[src/rtl/col_pkg.sv]
`default_nettype none
// ============================================================================
// Module   : col_pkg
// Desc     : Shared widths, FSM states and preset table for the color-reduce
//            configuration scheduler.
// Revision : 1.0  initial release
// ============================================================================
package col_pkg;

    localparam int SEL_W     = 2;
    localparam int VAL_W     = 3;
    localparam int N_PRESETS = 4;
    localparam int N_CH      = 3;

    typedef enum logic [1:0] {
        IDLE       = 2'd0,
        WAIT_BLANK = 2'd1,
        APPLY      = 2'd2,
        GAP        = 2'd3
    } state_t;

    // Outer index is the preset id, inner index the channel (ch0 in the LSBs).
    localparam logic [N_PRESETS-1:0][N_CH-1:0][VAL_W-1:0] PRESET_TBL = {
        {3'd1, 3'd4, 3'd2},
        {3'd7, 3'd7, 3'd7},
        {3'd6, 3'd3, 3'd5},
        {3'd3, 3'd2, 3'd1}
    };

    function automatic logic [VAL_W-1:0] preset_val(input logic [1:0] pid,
                                                     input logic [1:0] ch);
        return PRESET_TBL[pid][ch];
    endfunction

endpackage
`default_nettype wire

[src/rtl/btn_debounce.sv]
`default_nettype none
// ============================================================================
// Module   : btn_debounce
// Desc     : Push-button synchronizer, stability filter and rising-edge pulse.
// Revision : 1.0  initial release
// ============================================================================
module btn_debounce #(
    parameter int DEB_CYCLES = 16
) (
    input  logic clk,
    input  logic reset,
    input  logic i_btn,
    output logic o_pulse
);

    localparam int                 c_cnt_w   = (DEB_CYCLES > 1) ? $clog2(DEB_CYCLES) : 1;
    localparam logic [c_cnt_w-1:0] c_cnt_max = c_cnt_w'(DEB_CYCLES - 1);

    logic [1:0]         r_sync;
    logic [c_cnt_w-1:0] r_cnt;
    logic               r_level;
    logic               r_pulse;

    always_ff @(posedge clk or negedge reset) begin
        if (!reset) begin
            r_sync  <= '0;
            r_cnt   <= '0;
            r_level <= 1'b0;
            r_pulse <= 1'b0;
        end else begin
            r_sync  <= {r_sync[0], i_btn};
            r_pulse <= 1'b0;
            // Any sample agreeing with the accepted level restarts the run.
            if (r_sync[1] == r_level) begin
                r_cnt <= '0;
            end else if (r_cnt == c_cnt_max) begin
                r_cnt   <= '0;
                r_level <= r_sync[1];
                r_pulse <= r_sync[1];
            end else begin
                r_cnt <= r_cnt + 1'b1;
            end
        end
    end

    assign o_pulse = r_pulse;

endmodule
`default_nettype wire

[src/rtl/col_cfg_sched.sv]
`default_nettype none
// ============================================================================
// Module   : col_cfg_sched
// Desc     : Arbitrates user/preset reduction settings and applies them to the
//            color-reduce config bus only during vertical blanking.
// Revision : 1.0  initial release
// ============================================================================
module col_cfg_sched
    import col_pkg::*;
#(
    parameter int DEB_CYCLES  = 16,
    parameter int HOLD_CYCLES = 4
) (
    input  logic             clk,
    input  logic             reset,
    input  logic             btn_change,
    input  logic [SEL_W-1:0] sw_sels,
    input  logic [VAL_W-1:0] sw_vals,
    input  logic             preset_req,
    input  logic [1:0]       preset_id,
    input  logic             vblank,
    output logic [SEL_W-1:0] cfg_sels,
    output logic [VAL_W-1:0] cfg_vals,
    output logic             cfg_change,
    output logic             busy,
    output logic             applied
);

    localparam int                  c_hold_w   = (HOLD_CYCLES > 1) ? $clog2(HOLD_CYCLES) : 1;
    localparam logic [c_hold_w-1:0] c_hold_max = c_hold_w'(HOLD_CYCLES - 1);

    logic w_usr_pulse;

    btn_debounce #(
        .DEB_CYCLES (DEB_CYCLES)
    ) u_btn_debounce (
        .clk     (clk),
        .reset   (reset),
        .i_btn   (btn_change),
        .o_pulse (w_usr_pulse)
    );

    state_t              r_state;
    logic                r_pend_u;
    logic [SEL_W-1:0]    r_pend_u_sel;
    logic [VAL_W-1:0]    r_pend_u_val;
    logic                r_pend_p;
    logic [1:0]          r_pend_pid;
    logic                r_is_preset;
    logic [1:0]          r_pid;
    logic [1:0]          r_ch;
    logic [SEL_W-1:0]    r_wsel;
    logic [VAL_W-1:0]    r_wval;
    logic [c_hold_w-1:0] r_hold;
    logic [SEL_W-1:0]    r_cfg_sels;
    logic [VAL_W-1:0]    r_cfg_vals;
    logic                r_cfg_change;
    logic                r_busy;
    logic                r_applied;
    logic [1:0]          w_ch_next;

    assign w_ch_next = r_ch + 2'd1;

    always_ff @(posedge clk or negedge reset) begin
        if (!reset) begin
            r_state      <= IDLE;
            r_pend_u     <= 1'b0;
            r_pend_u_sel <= '0;
            r_pend_u_val <= '0;
            r_pend_p     <= 1'b0;
            r_pend_pid   <= '0;
            r_is_preset  <= 1'b0;
            r_pid        <= '0;
            r_ch         <= '0;
            r_wsel       <= '0;
            r_wval       <= '0;
            r_hold       <= '0;
            r_cfg_sels   <= '0;
            r_cfg_vals   <= '0;
            r_cfg_change <= 1'b0;
            r_busy       <= 1'b0;
            r_applied    <= 1'b0;
        end else begin
            r_applied <= 1'b0;
            case (r_state)
                IDLE: begin
                    if (r_pend_p) begin
                        r_state     <= WAIT_BLANK;
                        r_busy      <= 1'b1;
                        r_is_preset <= 1'b1;
                        r_pid       <= r_pend_pid;
                        r_ch        <= 2'd0;
                        r_wsel      <= '0;
                        r_wval      <= preset_val(r_pend_pid, 2'd0);
                        r_pend_p    <= 1'b0;
                    end else if (r_pend_u) begin
                        r_state     <= WAIT_BLANK;
                        r_busy      <= 1'b1;
                        r_is_preset <= 1'b0;
                        r_wsel      <= r_pend_u_sel;
                        r_wval      <= r_pend_u_val;
                        r_pend_u    <= 1'b0;
                    end
                end
                WAIT_BLANK: begin
                    if (vblank) begin
                        r_state      <= APPLY;
                        r_hold       <= '0;
                        r_cfg_sels   <= r_wsel;
                        r_cfg_vals   <= r_wval;
                        r_cfg_change <= 1'b1;
                    end
                end
                APPLY: begin
                    // A write in progress always runs to completion, even if blank ends.
                    if (r_hold == c_hold_max) begin
                        r_state      <= GAP;
                        r_cfg_change <= 1'b0;
                    end else begin
                        r_hold <= r_hold + 1'b1;
                    end
                end
                GAP: begin
                    if (r_is_preset && (r_ch < 2'd2)) begin
                        r_state <= WAIT_BLANK;
                        r_ch    <= w_ch_next;
                        r_wsel  <= w_ch_next;
                        r_wval  <= preset_val(r_pid, w_ch_next);
                    end else begin
                        r_state   <= IDLE;
                        r_busy    <= 1'b0;
                        r_applied <= 1'b1;
                    end
                end
                default: r_state <= IDLE;
            endcase

            // New requests take precedence over the clear done when one is accepted.
            if (w_usr_pulse) begin
                r_pend_u     <= 1'b1;
                r_pend_u_sel <= sw_sels;
                r_pend_u_val <= sw_vals;
            end
            if (preset_req) begin
                r_pend_p   <= 1'b1;
                r_pend_pid <= preset_id;
            end
        end
    end

    assign cfg_sels   = r_cfg_sels;
    assign cfg_vals   = r_cfg_vals;
    assign cfg_change = r_cfg_change;
    assign busy       = r_busy;
    assign applied    = r_applied;

endmodule
`default_nettype wire

[config.mk]
export PLATFORM = sky130hd
export DESIGN_NAME = col_cfg_sched
export DESIGN_NICKNAME = d
export VERILOG_FILES = /design/src/rtl/col_pkg.sv /design/src/rtl/btn_debounce.sv /design/src/rtl/col_cfg_sched.sv
export SDC_FILE = /design/constraint.sdc
export NUM_CORES = 1
export LEC_CHECK = 0
export CORE_ASPECT_RATIO = 0.9
export CORE_MARGIN = 1
export CORE_UTILIZATION = 30
export CTS_CLUSTER_DIAMETER = 50
export CTS_CLUSTER_SIZE = 12
export DETAILED_ROUTE_END_ITERATION = 6
export GPL_ROUTABILITY_DRIVEN = 0
export GPL_TIMING_DRIVEN = 1
export PLACE_DENSITY = 0.58
export REMOVE_ABC_BUFFERS = 1
export SYNTH_ARGS = -nofsm -noshare
export SYNTH_HDL_FRONTEND = slang
export SYNTH_SLANG_ARGS = --single-unit
[constraint.sdc]
create_clock -name clk -period 2.04 [get_ports clk]
set_input_delay 0.612 -clock clk [delete_from_list [all_inputs] [get_ports clk]]
set_output_delay 0.612 -clock clk [all_outputs]
set_load 0.05 [all_outputs]
# Word-level counts from Yosys, hierarchy flattened

Cells that the tools add are included.

Equality and inequality tests: 14
Bitwise operators: 1
Add/subtract/negate cells: 3
Reductions and logical operators: 18
$lt $le $gt $ge: 4
Mux-type cells: 45

Operator list:

| cell                                                                         | count |
|---|---|
| 9-bit binary-select mux with 2-bit select                                    | 2 |
| 2-bit two-way mux                                                            | 10 |
| 3-bit AND reduction                                                          | 6 |
| 1-bit two-way mux                                                            | 17 |
| 3-bit two-way mux                                                            | 5 |
| 2-bit inequality test, second input constant                                 | 6 |
| 2-bit case mux with 2 select lines                                           | 3 |
| 2-bit AND reduction                                                          | 5 |
| 2-bit nonzero test                                                           | 5 |
| 2-bit by 3-bit less-than comparator with 1-bit output, second input constant | 3 |
| 9-bit two-way mux                                                            | 1 |
| 4-bit two-way mux                                                            | 2 |
| 2-bit case mux with 4 select lines                                           | 1 |
| 3-bit binary-select mux with 2-bit select                                    | 1 |
| 2-bit == test, second input constant                                         | 3 |
| 3-bit case mux with 2 select lines                                           | 1 |
| 2-bit by 1-bit adder with 2-bit output, second input constant                | 2 |
| 4-bit by 1-bit adder with 4-bit output, second input constant                | 1 |
| 4-bit == test, second input constant                                         | 1 |
| 1-bit case mux with 2 select lines                                           | 2 |
| 3-bit inequality test, second input constant                                 | 1 |
| 2-bit by 1-bit == test with 1-bit output, second input constant              | 1 |
| 2-bit logical NOT                                                            | 1 |
| 2-bit less-than comparator, second input constant                            | 1 |
| other kinds (4)                                                              | 4 |

Input bits: 12
Bits in registers: 39
Output and inout port bits: 8
Logic and storage cells: 106

# Logic depth before layout (Yosys ltp)

Gate-level depths: netlist of run 1.

Word-level depth: 6
Gate-level depth with buffers: 7
Mapped depth without buffers: 6

# Modules after synthesis

From an unflattened synthesis of run 1, not the netlist that was laid out.

Cell total of the unflattened synthesis: 163
Area total of the unflattened synthesis: 1886.8 µm²

By module, submodules not included:

| module        | cells each | seq. area each (µm²) | area each (µm²) | instances |
|---|---|---|---|---|
| col_cfg_sched | 143        | 775.7                | 1584.0          | 1 |
| btn_debounce  | 20         | 200.2                | 302.8           | 1 |

# Least setup slack after synthesis of run 1

No wires, ideal clock.

Path kind: register -> register
Start: register r_state[0]
End: register r_state[0]
Path buffers: 0
Library setup time: 124 ps
Cell stages (with the launch flop): 7
Setup slack: 490 ps
Required time: 1916 ps
Arrival time: 1426 ps
Clock period less this slack: 1550 ps
Cells stage by stage: dfrtp_1 inv_1 ha_1 nor3b_1 nor3_1 o2111a_1 a21oi_1

Longest elaborated chain between the ends: 3
Elaborated cells between the ends (all ways): 9
Classes of those cells: eq/ne (6); mux (1); reduce/logical (2)

Ends and longest elaborated chain:

| what                                                                            | RTL line            | source |
|---|---|---|
| from (decl)                                                                     | col_cfg_sched.sv:43 | `state_t r_state;` |
| from (signal assigned)                                                          | col_cfg_sched.sv:66 | `r_state <= IDLE;` |
| from (signal assigned)                                                          | col_cfg_sched.sv:88 | `r_state <= WAIT_BLANK;` |
| from (signal assigned)                                                          | col_cfg_sched.sv:97 | `r_state <= WAIT_BLANK;` |
| 2-bit == test (tied with other cells)                                           | col_cfg_sched.sv:85 | `case (r_state)` |
| 2-bit inequality test (no source line) or 3-bit inequality test (tied branches) | -                   |  |
| 3-bit AND reduction (no source line)                                            | -                   |  |

Several ways; a longest one is shown, not always the timed one.
A chain may end at the register's enable or synchronous reset.

# Final worst setup path of run 1

Start: register r_state[0]
End: register r_wval[1]

Longest elaborated chain between the ends: 3
Elaborated cells between the ends (all ways): 7
Classes of those cells: eq/ne (3); mux (1); reduce/logical (3)

Ends and longest elaborated chain:

| what                                                           | RTL line             | source |
|---|---|---|
| 2-bit == test or 2-bit logical NOT (tied branches)             | col_cfg_sched.sv:85  |  |
| 2-bit inequality test (no source line) (tied with other cells) | -                    |  |
| 3-bit AND reduction (no source line)                           | -                    |  |
| to (signal assigned)                                           | col_cfg_sched.sv:94  | `r_wval <= preset_val(r_pend_pid, 2'd0);` |
| to (signal assigned)                                           | col_cfg_sched.sv:101 | `r_wval <= r_pend_u_val;` |
| to (signal assigned)                                           | col_cfg_sched.sv:128 | `r_wval <= preset_val(r_pid, w_ch_next);` |
| to (decl)                                                      | col_cfg_sched.sv:53  | `logic [VAL_W-1:0] r_wval;` |

Several ways; a longest one is shown, not always the timed one.

==> qor.csv, run 1 <==
metric,value,unit
status,"finished, final reports clean",
wire_per_inst,12.0,um
antenna_left,0,
total_power,3.04,mW
arrival,1.91,ns
fin_nets,212,
finalSetupTns,0,ns
yosysTopAreaCell,dfrtp_1,
critPathLaunch,r_state[0]$_DFFE_PN0P_,
die_h,76.9,um
grt_pass1_wl,5300,um
worstSetupStartpointType,register,
place.port_buffers,19,
finalClockSkew,0.00368,ns
clock-root-buffer,clkbuf_8,
grt_max_degree,21,
clock_latency,0.29,ns
place_ws,0.129,ns
synth.avg_cell_area,11.3,um^2
start_util,32.0,%
cts_tree,done,
vias_per_cell,4.66,
dpl_cell_area,2140,um^2
drt-initial-drc-count,40,
finalMaxSlewViolations,0,
hold_slack,0.281,ns
final_util,38.2,%
crit_type,reg2reg,
dpl.hpwl,2340,um
netlist_area,1870,um^2
die_area,6560,um^2
antenna_cells,0,
dr_total_vias,1216,
postCtsSetupRepairBufs,0,
worstMarginPinSlew,0.487,ns
clock_sinks,39,
hold_path.class,in2async,
fmax,573,MHz
p_leak,1.02,nW
synth_edf_count,0,
yosysMostFrequentCell,dfrtp_1,
synth_async_sr_flop_share,100,%
cp.required,2.20,ns
ys_top_cells_by_count,"dfrtp_1, mux2_2, o21ai_0",
synth.distinct_cells,35,
area_growth,19.5,%
dr.pass1.iters,4,
path_max_fanout,10,
ctsResizeCount,0,
r2r-start,r_state[0]$_DFFE_PN0P_,
grt-ovfl-total,0,
crit_path_end_kind,register,
power_per_cell_area,1360,nW/um^2
nFillCells,604,
finalCritPeriodShare,85.5,%
synth_flop_cell,dfrtp_1,
yosys-top-cells-area,"dfrtp_1, mux2_2, ha_1",
ys_seq_area_share,52.1,%
die_w,85.3,um
grt_use_total,10.4,%
finalInstanceArea,2240,um^2
drv_cap,0,
hold_viol,0,
grt_pass1_vias,1102,
core,5860,um^2
antenna_found_initial,0,
rsz0062_at_grt,false,
ys_ff_latch,39,
h-tree-depth,2,
cts_buffers,5,
setup_viol,0,
peakVddDrop,0.411,mV
fp-row-count,26,
layout-drive-gt1-share,22.0,%
ctsHoldBuffers,0,
instances_no_fill,261,
totalWireLength,3150,um
io_pins,20,
clkSlewWorstSetupHoldPaths,0.07,ns
clk_path_buf_depth,2,
synth_top_area_share,52.1,%
fin_ws,0.296,ns
slew_headroom,67.5,%
netlist_instances,165,
dp.cells,253,
synth_warnings,0,
drc_errors,0,
period_needed,1.74,ns
## path summary, 6_finish.rpt
path	slack [ns]	end	depth (start not counted)
min in group clk	0.35	u_btn_debounce.r_sync[1]$_DFF_PN0_	0
worst max register to register	0.30	r_wval[1]$_DFFE_PN0P_	5
max in group asynchronous	1.29	r_pend_u_sel[1]$_DFFE_PN0P_	2
worst min-delay path	0.28	r_pid[0]$_DFFE_PN0P_	1
worst min register to register	0.35	u_btn_debounce.r_sync[1]$_DFF_PN0_	0
worst max-delay path	0.30	r_wval[1]$_DFFE_PN0P_	5
## cell families after synthesis
group	Yosys count	share of synthesized area [%]
adders and majority gates	10	6.68
muxes	18	10.6
DFF	39	52.1
xor gates and xnor gates	3	1.40
buffers and inverters	15	3.88
and+or+nand+nor	38	10.6
AOI/OAI and AO/OA	42	14.6
## worst max-delay path: stages, from the launching register on
cell and delay [ns]:
dfrtp_1 0.41, inv_1 0.14, ha_1 0.23, nor3b_1 0.36, a211o_1 0.33, o21ai_0 0.14
## power breakdown
part	leakage (nW)	total, mW	switching [mW]	internal (mW)
Combinational	0.483	1.31	0.735	0.579
Sequential	0.489	1.16	0.187	0.974
Clock	0.0515	0.560	0.252	0.308
Total	1.02	3.04	1.17	1.86
## flip-flops by register name (all words and copies together) (netlist names), 3 cells and up
name,flops
cfg_vals,3
r_pend_u_val,3
r_wval,3
u_btn_debounce.r_cnt,4
## per-layer routing
| layer | vias to the layer above | wire, um | track usage [%] |
|---|---|---|---|
| li1 | 630 | - | - |
| met1 | 560 | 1760 | 16.0 |
| met2 | 24 | 1240 | 13.4 |
| met3 | 2 | 131 | 3.66 |
| met4 | 0 | 19 | 3.00 |
| met5 | - | 0 | 0 |
## layout make-up
class                           instances  area (um^2)  area share [%]
Clock buffer                            8          100            4.48
Inverter                                9         33.8            1.51
Tap cell                               70         87.6            3.92
Multi-Input combinational cell        111          823            36.8
Sequential cell                        39          976            43.6
Timing Repair Buffer                   24          215            9.63
## layout by cell type (no fill, tap or decap), types with 2 or more instances in the layout
cell type        count
ha_1                10
mux2_2              15
clkbuf_8             7
a22oi_1              3
inv_1                9
mux2i_1              3
nand2b_1             3
buf_4               12
nor3b_1              3
xnor2_1              2
clkdlybuf4s50_1     10
nor2_1               8
a31oi_1              2
nor2b_1              5
a21oi_1             10
o31ai_1              2
o31ai_2              2
nand2_1             12
a21o_1               2
o21ai_0             14
nand3_1              2
dfrtp_1             39
Power figures use the tool's default switching activity.
==> run 2, diff against run 1 <==
--- a/config.mk
+++ b/config.mk
@@ -8,7 +8,7 @@
 export CORE_ASPECT_RATIO = 0.9
 export CORE_MARGIN = 1
 export CORE_UTILIZATION = 30
-export CTS_CLUSTER_DIAMETER = 50
+export CTS_CLUSTER_DIAMETER = 40
 export CTS_CLUSTER_SIZE = 12
 export DETAILED_ROUTE_END_ITERATION = 6
 export GPL_ROUTABILITY_DRIVEN = 0
==> results of run 2 <==
The final DEF is identical to that of run 1; final timing and power are the same.
==> run 3, diff against run 2 <==
--- a/config.mk
+++ b/config.mk
@@ -5,6 +5,8 @@
 export SDC_FILE = /design/constraint.sdc
 export NUM_CORES = 1
 export LEC_CHECK = 0
+export CELL_PAD_IN_SITES_DETAIL_PLACEMENT = 0
+export CELL_PAD_IN_SITES_GLOBAL_PLACEMENT = 1
 export CORE_ASPECT_RATIO = 0.9
 export CORE_MARGIN = 1
 export CORE_UTILIZATION = 30
@@ -13,8 +15,9 @@
 export DETAILED_ROUTE_END_ITERATION = 6
 export GPL_ROUTABILITY_DRIVEN = 0
 export GPL_TIMING_DRIVEN = 1
-export PLACE_DENSITY = 0.58
+export PLACE_DENSITY = 0.66
 export REMOVE_ABC_BUFFERS = 1
 export SYNTH_ARGS = -nofsm -noshare
 export SYNTH_HDL_FRONTEND = slang
+export SYNTH_HIERARCHICAL = 1
 export SYNTH_SLANG_ARGS = --single-unit
==> constraint.sdc (replaced) <==
create_clock -name clk -period 1.7 [get_ports clk]
set_input_delay 0.51 -clock clk [delete_from_list [all_inputs] [get_ports clk]]
set_output_delay 0.51 -clock clk [all_outputs]
set_load 0.05 [all_outputs]
==> qor.csv, run 3 <==
metric,value,unit,change
seqPwrFrac,33.6,%,was 38.3%
synth_flop_cell,dfrtp_1,,unchanged
hold_path.class,in2async,,unchanged
status,"finished, final reports clean",,unchanged
reg2reg_slack,0.04,ns,was 0.30 ns
layout_commonest_cell,dfrtp_1,,unchanged
hold_slack,0.181,ns,was 0.281 ns
clk_path_buf_depth,2,,unchanged
path_max_fanout,5,,was 10
arrival,1.83,ns,was 1.91 ns
grt_pass1_vias,1152,,was 1102
finalMaxSlewViolations,0,,unchanged
synth_top_area_share,51.7,%,was 52.1%
fin_ws,0.0440,ns,was 0.296 ns
drv_cap,0,,unchanged
slew_headroom,75.7,%,was 67.5%
drc_errors,0,,unchanged
die_area,6610,um^2,was 6560 um^2
die_w,85.6,um,was 85.3 um
p_leak,1.13,nW,was 1.02 nW
nFillCells,584,,was 604
vias_per_cell,4.69,,was 4.66
fp-row-count,27,,was 26
layout-drive-gt1-share,29.0,%,was 22.0%
p_int,2.57,mW,was 1.86 mW
finalCritPeriodShare,97.4,%,was 85.5%
worstMarginPinSlew,0.361,ns,was 0.487 ns
core,6080,um^2,was 5860 um^2
clock_power_share,14.6,%,was 18.5%
cp.required,1.87,ns,was 2.20 ns
place_ws,-0.0163,ns,was 0.129 ns
final_util,40.4,%,was 38.2%
r2r-start,r_state[0]$_DFFE_PN0P_,,unchanged
antenna_found_initial,0,,unchanged
power_per_cell_area,1680,nW/um^2,was 1360 nW/um^2
dr_total_vias,1277,,was 1216
r2r_end,r_wsel[0]$_DFFE_PN0P_,,was r_wval[1]$_DFFE_PN0P_
cts_buffers,5,,unchanged
synth_warnings,6,,was 0
totalWireLength,3330,um,was 3150 um
setup_viol,0,,unchanged
combinationalPowerShare,51.8,%,was 43.3%
ys_ff_latch,39,,unchanged
switchingPower,1.54,mW,was 1.17 mW
start_util,31.0,%,was 32.0%
yosys-top-cells-area,"dfrtp_1, mux2_2, ha_1",,unchanged
clock_latency,0.29,ns,about the same
clock-root-buffer,clkbuf_8,,unchanged
finalInstanceArea,2450,um^2,was 2240 um^2
grt-ovfl-total,0,,unchanged
antenna_left,0,,unchanged
yosysMostFrequentCell,dfrtp_1,,unchanged
switching_share,37.5,%,was 38.7%
largest_register,u_btn_debounce/r_cnt,,was u_btn_debounce.r_cnt
die_h,77.2,um,was 76.9 um
fmax,604,MHz,was 573 MHz
antenna_cells,0,,unchanged
grt_use_total,11.2,%,was 10.4%
fin_nets,222,,was 212
synth.distinct_cells,35,,unchanged
dpl.hpwl,2370,um,was 2340 um
io_pins,20,,unchanged
synth.avg_cell_area,11.6,um^2,was 11.3 um^2
period_needed,1.66,ns,was 1.74 ns
worstSetupStartpointType,register,,unchanged
dpl_cell_area,2330,um^2,was 2140 um^2
layout_common_cells,"dfrtp_1, mux2_2, buf_4, nand2_1, a21oi_1",,"was dfrtp_1, mux2_2, o21ai_0, nand2_1, buf_4"
grt_pass1_wl,5660,um,was 5300 um
wire_per_inst,12.3,um,was 12.0 um
ctsHoldBuffers,0,,unchanged
dr.pass1.iters,4,,unchanged
grt_max_degree,40,,was 21
hold_viol,0,,unchanged
crit_type,reg2reg,,unchanged
netlist_area,1890,um^2,was 1870 um^2
peakVddDrop,0.492,mV,was 0.411 mV
largest_reg_flops,4,,unchanged
place.port_buffers,19,,unchanged
ys_top_cells_by_count,"dfrtp_1, mux2_2, nand2_1",,"was dfrtp_1, mux2_2, o21ai_0"
rr_worst_depth,6,,was 5
ys_seq_area_share,51.7,%,was 52.1%
crit_path_end_kind,register,,unchanged
clock_sinks,39,,unchanged
h-tree-depth,2,,unchanged
drt-initial-drc-count,53,,was 40
synth_edf_count,0,,unchanged
finalClockSkew,0.00613,ns,was 0.00368 ns
area_growth,30.1,%,was 19.5%
netlist_instances,163,,was 165
clkSlewWorstSetupHoldPaths,0.08,ns,was 0.07 ns
yosysTopAreaCell,dfrtp_1,,unchanged
cts_tree,done,,unchanged
synth_async_sr_flop_share,100,%,unchanged
run 3: changes by cell type in the layout (fill, tap and decap cells not counted), sizes merged, moves of 3 or more:
cell | previous run | this run
a22oi | 3 | 0
o31ai | 4 | 1
mux2 | 15 | 20
nor2b | 5 | 2
o21ai | 14 | 11
buf | 14 | 24
nand2b | 4 | 7
a31oi | 2 | 5
run 3: critical path, cell delays in order (launching register included):
cell and delay (ns):
dfrtp_1 0.43, inv_2 0.11, ha_4 0.14, or3b_4 0.41, o21ai_4 0.08, nor2_4 0.08, mux2_4 0.29
run 3: area by class of cell:
type	instances	area, um^2	share of cell area [%]
tap	72	90.1	3.67
sequential	39	976	39.8
multi-input combinational	110	883	36.0
clock buffer	7	76.3	3.11
timing repair buffer	34	390	15.9
inverter	9	33.8	1.38
clock inverter	1	5.00	0.204
run 3: worst max-delay path by stage:
stage | from | endpoint | slack (ns) | cells after the start
3_3_place_gp | vblank | r_state[1]$_DFFE_PN0P_ | -0.03 | 4
5_1_grt | r_state[0]$_DFFE_PN0P_ | r_wsel[0]$_DFFE_PN0P_ | -0.003 | 6
6_report | r_state[0]$_DFFE_PN0P_ | r_wsel[0]$_DFFE_PN0P_ | 0.04 | 6
3_5_place_dp | vblank | r_state[1]$_DFFE_PN0P_ | -0.02 | 4
4_1_cts | r_state[0]$_DFFE_PN0P_ | r_wsel[0]$_DFFE_PN0P_ | 0.01 | 6
2_1_floorplan | r_state[0]$_DFFE_PN0P_ | r_wsel[0]$_DFFE_PN0P_ | -0.04 | 6
run 3: cell families after synthesis:
logic type               after synthesis  share of synthesized area (%)
AO/OA/AOI/OAI                         36                           11.6
adder cells (fa/ha/maj)               11                           7.29
buffers and inverters                 14                           2.92
multiplexers                          22                           14.0
XOR/XNOR                               3                           1.39
flip-flops                            39                           51.7
AND/OR/NAND/NOR                       38                           11.1
run 3: per-layer routing:
| layer | vias up | wire [um] | global-route usage [%] |
|---|---|---|---|
| met4 | 0 | 43 | 4.00 |
| met2 | 28 | 1310 | 14.2 |
| met5 | - | 0 | 0 |
| met1 | 603 | 1820 | 17.3 |
| li1 | 641 | - | - |
| met3 | 5 | 165 | 3.77 |
run 3: per-stage QoR:
| step | TNS [ns] | instances | power, mW |
|---|---|---|---|
| after detailed placement | -0.0163 | 262 | 3.43 |
| after CTS | 0 | 270 | 4.05 |
| after global placement | -0.0273 | 262 | 3.41 |
| after global routing | -0.00277 | 272 | 4.43 |
| after floorplan | -0.216 | 158 | 2.66 |
| final | 0 | 272 | 4.12 |
run 3: power by group through the flow:
| stage | Clock (mW) | Sequential, mW | Combinational [mW] |
|---|---|---|---|
| 4_1_cts | 0.626 | 1.38 | 2.04 |
| 2_1_floorplan | 0 | 1.61 | 1.05 |
| 6_report | 0.602 | 1.38 | 2.13 |
| 3_5_place_dp | 0 | 1.40 | 2.03 |
| 5_1_grt | 0.674 | 1.42 | 2.34 |
| 3_3_place_gp | 0 | 1.39 | 2.02 |
run 3: repair_timing:
| item | in CTS | in global routing |
|---|---|---|
| gates resized for setup | 0 | 6 |
| setup buffers | 0 | 2 |
| endpoints found under the setup margin | 0 | 5 |
==> patch 1: new RTL, settings of run 3 <==
`HOLD_CYCLES`: 4 -> 8.
--- a/src/rtl/col_cfg_sched.sv
+++ b/src/rtl/col_cfg_sched.sv
@@ -9,7 +9,7 @@
     import col_pkg::*;
 #(
     parameter int DEB_CYCLES  = 16,
-    parameter int HOLD_CYCLES = 4
+    parameter int HOLD_CYCLES = 8
 ) (
     input  logic             clk,
     input  logic             reset,
Formal check against the unedited RTL: not equivalent (Yosys sat finds a counterexample within 10 cycles, from zero or initial values and one cycle with reset low).
==> patch 1 against run 3 <==
Design area rose by 3.6%; area after synthesis increased by 2.7%; count of clock-buffer cells in the layout did not move; routed wire length down 3.2%; total power increased by 3.0%; worst setup slack improved by 0.071 ns; sequential cell count up 1; largest power group unchanged.
==> patch 1: results (changes against run 3) <==
outcome completed; asr flop ratio synth 100.0% (unchanged); Routed WL per cell 11.41 um (-6.9%); Post-Route WL 3228 um (-3.2%); Seq/Total Area, Yosys 51.68% (about the same); net switching power figure 1.540 mW (-0.26%); total CTS buffers 5 (unchanged); Largest register FFs 4 (unchanged); top-count cell post-synth dfrtp_1; combinational share of power 51.4% (-0.4 points); fin nets 219 (-1.4%); Largest Register u_btn_debounce/r_cnt; Bufs on Longest Clock Path 2 (unchanged); Ant. Diodes 0 (unchanged); port bufs 19 (unchanged); setup TNS 0 ns (unchanged); GRT Total Usage 10.78% (-0.45 points); initial antenna violation count 0 (unchanged); CTS root buf clkbuf_8; first-iteration detailed-routing DRC count 28 (-47%); first-pass GRT wire length 5685 um (+0.37%); Via density 4.406 (-6.1%); Mean Syn Cell Area 12.26 um^2 (+5.9%); Filler cells 610 (+4.5%); First-pass DRT Iterations 4 (unchanged); hpwl dp 2395 um (+0.89%); share of cells above drive strength 1 32.14% (+3.1 points); hold crit path type input pin to asynchronous set/reset pin; vias in the first global route 1231 (+6.9%); critical path fanouts, max 4 (-1); maximum vdd drop 0.5234 mV (+6.4%); synth top area cells dfrtp_1 52%, mux2_2 9.9%, ha_1 7.8%, a21oi_1 2.3%, mux2_4 2.3%; CP arrival 1.76 ns (-0.07 ns); DP Cell Count 275 (+5.0%); post-synth cell types 35 (unchanged); P_leak 1.171 nW (+3.8%); Post-synth top cells 40 x dfrtp_1, 17 x mux2_2, 12 x ha_1; clock transition at the registers of the reported paths 0.07 ns; worst skew pair latency 0.29 ns (about the same); Slew headroom 72.63% (-3.1 points); clk_skew 0.006019 ns (-0.0001093 ns); Yosys warnings 6 (unchanged); largest net degree at the start of global routing 41 (+2.5%); H-tree levels 2 (unchanged)
==> patch 1: cell count changes after synthesis, sizes merged, moves of 3 or more <==
cell | before | now
nand2 | 12 | 9
a22o | 1 | 5
nand2b | 7 | 4
o21ai | 11 | 5
==> patch 1: worst paths after layout <==
| kind | from | endpoint | slack, ns | cells after the start |
|---|---|---|---|---|
| worst max-delay path | r_state[1] | r_state[1] | 0.11 | 5 |
| worst min-delay path | reset | r_hold[2] | 0.17 | 2 |
| worst max register to register | r_state[1] | r_state[1] | 0.11 | 5 |
| worst min register to register | u_btn_debounce/r_sync[0] | u_btn_debounce/r_sync[1] | 0.35 | 0 |
| max in group asynchronous | reset | u_btn_debounce/r_cnt[3] | 1.32 | 2 |
| min in group clk | u_btn_debounce/r_sync[0] | u_btn_debounce/r_sync[1] | 0.35 | 0 |
==> patch 1: final cells by class <==
class                           count  area [um^2]  share of cell area, %
Multi-Input combinational cell    105        907.1                  35.68
Sequential cell                    40         1001                  39.37
Tap cell                           87        108.9                  4.281
Timing Repair Buffer               36        405.4                  15.94
Inverter                            7        26.28                  1.033
Clock buffer                        7        86.33                  3.396
Clock inverter                      1        7.507                 0.2953
==> patch 1: cell families (layout without fill, tap and decap cells) <==
group           Yosys count  in the layout  synth area share (%)
flops                    40             40                 51.68
compound gates           36             36                 13.31
simple gates             32             32                 9.108
mux                      22             22                 13.24
buf+inv                  13             51                 3.553
fa+ha+maj                12             12                 7.752
xor+xnor                  3              3                 1.357
==> patch 1: power groups by stage <==
stage	logic (mW)	clock network [mW]	registers (mW)
floorplan	1.03	0	1.66
global placement	2.09	0	1.43
detailed placement	2.11	0	1.44
CTS	2.12	0.677	1.42
global route	2.37	0.720	1.46
finish	2.18	0.648	1.41
==> patch 1: critical path, cell delays in order (launching register included) <==
cell	delay (ns)
dfrtp_1	0.38
inv_1	0.11
ha_4	0.16
or3b_1	0.39
nand3_2	0.11
mux2_2	0.33
==> patch 1: repair_timing <==
action	in CTS	in global routing
buffers inserted	0	0
endpoints found under the setup margin	0	7
gates resized for setup	0	7
==> patch 1: routing by layer <==
layer	GRT usage [%]	share of wire, %
met5	0	0
met4	3.000	0.62
met3	3.470	3.7
met2	15.40	41
met1	15.49	55
==> patch 1: through the flow <==
step | power, mW | utilization, % | instance area (um^2) | setup slack, ns
6_report | 4.239 | 41.13 | 2542 | 0.1146
3_5_place_dp | 3.546 | 38.96 | 2409 | -0.1807
5_1_grt | 4.550 | 41.13 | 2542 | 0.001291
4_1_cts | 4.213 | 40.48 | 2502 | 0.01251
2_1_floorplan | 2.684 | - | 1894 | -0.04572
3_3_place_gp | 3.525 | 38.96 | 2409 | -0.1522
==> patch 2: new RTL, flow settings as in run 3 <==
Made on the original files. Register the inputs `btn_change`, `sw_sels`, `sw_vals` and `vblank` before use, cleared by the reset. The logic sees them one clock later.
--- a/src/rtl/col_cfg_sched.sv
+++ b/src/rtl/col_cfg_sched.sv
@@ -29,6 +29,25 @@
     localparam int                  c_hold_w   = (HOLD_CYCLES > 1) ? $clog2(HOLD_CYCLES) : 1;
     localparam logic [c_hold_w-1:0] c_hold_max = c_hold_w'(HOLD_CYCLES - 1);
 
+    logic btn_change_q;
+    logic [SEL_W-1:0] sw_sels_q;
+    logic [VAL_W-1:0] sw_vals_q;
+    logic vblank_q;
+
+    always_ff @(posedge clk or negedge reset) begin
+        if (!reset) begin
+            btn_change_q <= '0;
+            sw_sels_q    <= '0;
+            sw_vals_q    <= '0;
+            vblank_q     <= '0;
+        end else begin
+            btn_change_q <= btn_change;
+            sw_sels_q    <= sw_sels;
+            sw_vals_q    <= sw_vals;
+            vblank_q     <= vblank;
+        end
+    end
+
     logic w_usr_pulse;
 
     btn_debounce #(
@@ -36,7 +55,7 @@
     ) u_btn_debounce (
         .clk     (clk),
         .reset   (reset),
-        .i_btn   (btn_change),
+        .i_btn   (btn_change_q),
         .o_pulse (w_usr_pulse)
     );
 
@@ -103,7 +122,7 @@
                     end
                 end
                 WAIT_BLANK: begin
-                    if (vblank) begin
+                    if (vblank_q) begin
                         r_state      <= APPLY;
                         r_hold       <= '0;
                         r_cfg_sels   <= r_wsel;
@@ -138,8 +157,8 @@
             // New requests take precedence over the clear done when one is accepted.
             if (w_usr_pulse) begin
                 r_pend_u     <= 1'b1;
-                r_pend_u_sel <= sw_sels;
-                r_pend_u_val <= sw_vals;
+                r_pend_u_sel <= sw_sels_q;
+                r_pend_u_val <= sw_vals_q;
             end
             if (preset_req) begin
                 r_pend_p   <= 1'b1;
Check against the original RTL: not equivalent (Yosys sat finds a counterexample within 4 cycles, from zero or initial values and one cycle with reset low).
==> patch 2 against run 3 <==
Total power increased by 6.3%; clock power grew 15%; routed wire length grew 1.5%; sequential cell count is 7 higher; worst setup slack improved by 0.025 ns; area after synthesis increased by 9.0%; first-iteration DRC count is 3.8% lower; design area increased by 8.1%; clock skew rose by 0.00068 ns; count of clock-buffer cells in the layout is 1 lower; die area grew 8.8%.
==> patch 2: results (changes against run 3) <==
port bufs 19 (unchanged); synth top area cells dfrtp_1 56%, mux2_2 8.2%, ha_1 6.7%, mux2_4 3.6%, o21ai_0 2.4%; met1 GRT Util 15.54% (-1.7 points); WL met2 1379 um (+5.6%); DR WL met3 125 um (-24%); P_clk 0.692 mW (+15%); total number of vias 1280 (+0.23%); CTS root buf clkbuf_8; DP Cell Count 282 (+7.6%); hold crit path type input pin to asynchronous set/reset pin; top routing layer in use met4; slowest CP cell dfrtp_1; outcome completed; GRT Total Usage 10.88% (-0.34 points); Filler cells 656 (+12%); Sequential Power Share 35.5% (+1.9 points); clk_skew 0.006810 ns (+0.0006821 ns); post-synth cell types 33 (-5.7%); Post-Route WL 3382 um (+1.5%); hpwl dp 2357 um (-0.70%); worst skew pair latency 0.30 ns; global routing usage on met3 3.083% (-0.68 points); Seq/Total Area, Yosys 55.96% (+4.2 points); first-iteration detailed-routing DRC count 51 (-3.8%); Via density 4.369 (-6.9%); first-pass GRT wire length 5934 um (+4.8%); sw frac 36.01% (-1.5 points); maximum vdd drop 0.4463 mV (-9.2%); Syn Inst Count 167 (+2.5%); Post-DP Area 2509 um^2 (+7.6%); fin util 40.29% (-0.078 points); Post-synth top cells 46 x dfrtp_1, 15 x mux2_2, 12 x nand2_1; First-pass DRT Iterations 4 (unchanged); share of cells above drive strength 1 29.06% (+0.064 points); asr flop ratio synth 100.0% (unchanged); P_leak 1.220 nW (+8.1%); Slew headroom 77.34% (+1.6 points); fin nets 225 (+1.4%); largest net degree at the start of global routing 47 (+18%); Metal-1 WL 1843 um (+1.4%); M2 GR Usage 15.57% (+1.4 points); clock transition at the registers of the reported paths 0.09 ns; Ant. Diodes 0 (unchanged)
[patch 2: layout make-up]
type / count / area share, %
clock buffers: 6 / 3.112
clock inverters: 2 / 0.4715
inverters: 7 / 0.9901
multi-input cells: 109 / 33.38
flip-flops and latches: 46 / 43.38
well taps: 90 / 4.243
repair buffers: 33 / 14.43
[patch 2: what timing repair did]
item / 4_1_cts / 5_1_grt
buffers inserted: 2 / 1
gates resized for setup: 0 / 6
hold endpoints to repair: 0 / 0
pin swaps: 0 / 1
endpoints found under the setup margin: 1 / 5
[patch 2: final timing paths]
kind                       slack (ns)          from  cells after the start                  endpoint
setup / recovery                 0.07    r_state[1]                      6                 r_wsel[0]
hold / removal                   0.18         reset                      2              sw_vals_q[1]
setup reg to reg                 0.07    r_state[1]                      6                 r_wsel[0]
hold reg to reg                  0.36  btn_change_q                      0  u_btn_debounce/r_sync[0]
max in group asynchronous        1.32         reset                      2   u_btn_debounce/r_cnt[2]
min in group clk                 0.36  btn_change_q                      0  u_btn_debounce/r_sync[0]
[patch 2: logic make-up (layout without fill, tap and decap cells)]
logic type	count (synthesis)	count (layout)	share of synthesized area, %
XOR/XNOR	3	3	1.278
flip-flops	46	46	55.96
buffers and inverters	12	48	2.312
adder cells (fa/ha/maj)	11	11	6.691
multiplexers	22	22	12.83
AND/OR/NAND/NOR	37	37	9.853
AO/OA/AOI/OAI	36	36	11.07
[patch 2: through the flow]
stage          setup TNS, ns  worst slack, ns  power (mW)  hold WS (ns)
2_1_floorplan        -0.2305         -0.04933       2.832        0.2144
3_3_place_gp               0          0.05395       3.564        0.3334
3_5_place_dp               0         0.001784       3.588        0.3418
4_1_cts                    0         0.008627       4.334        0.1779
5_1_grt                    0         0.007877       4.722        0.1930
6_report                   0          0.06933       4.376        0.1770
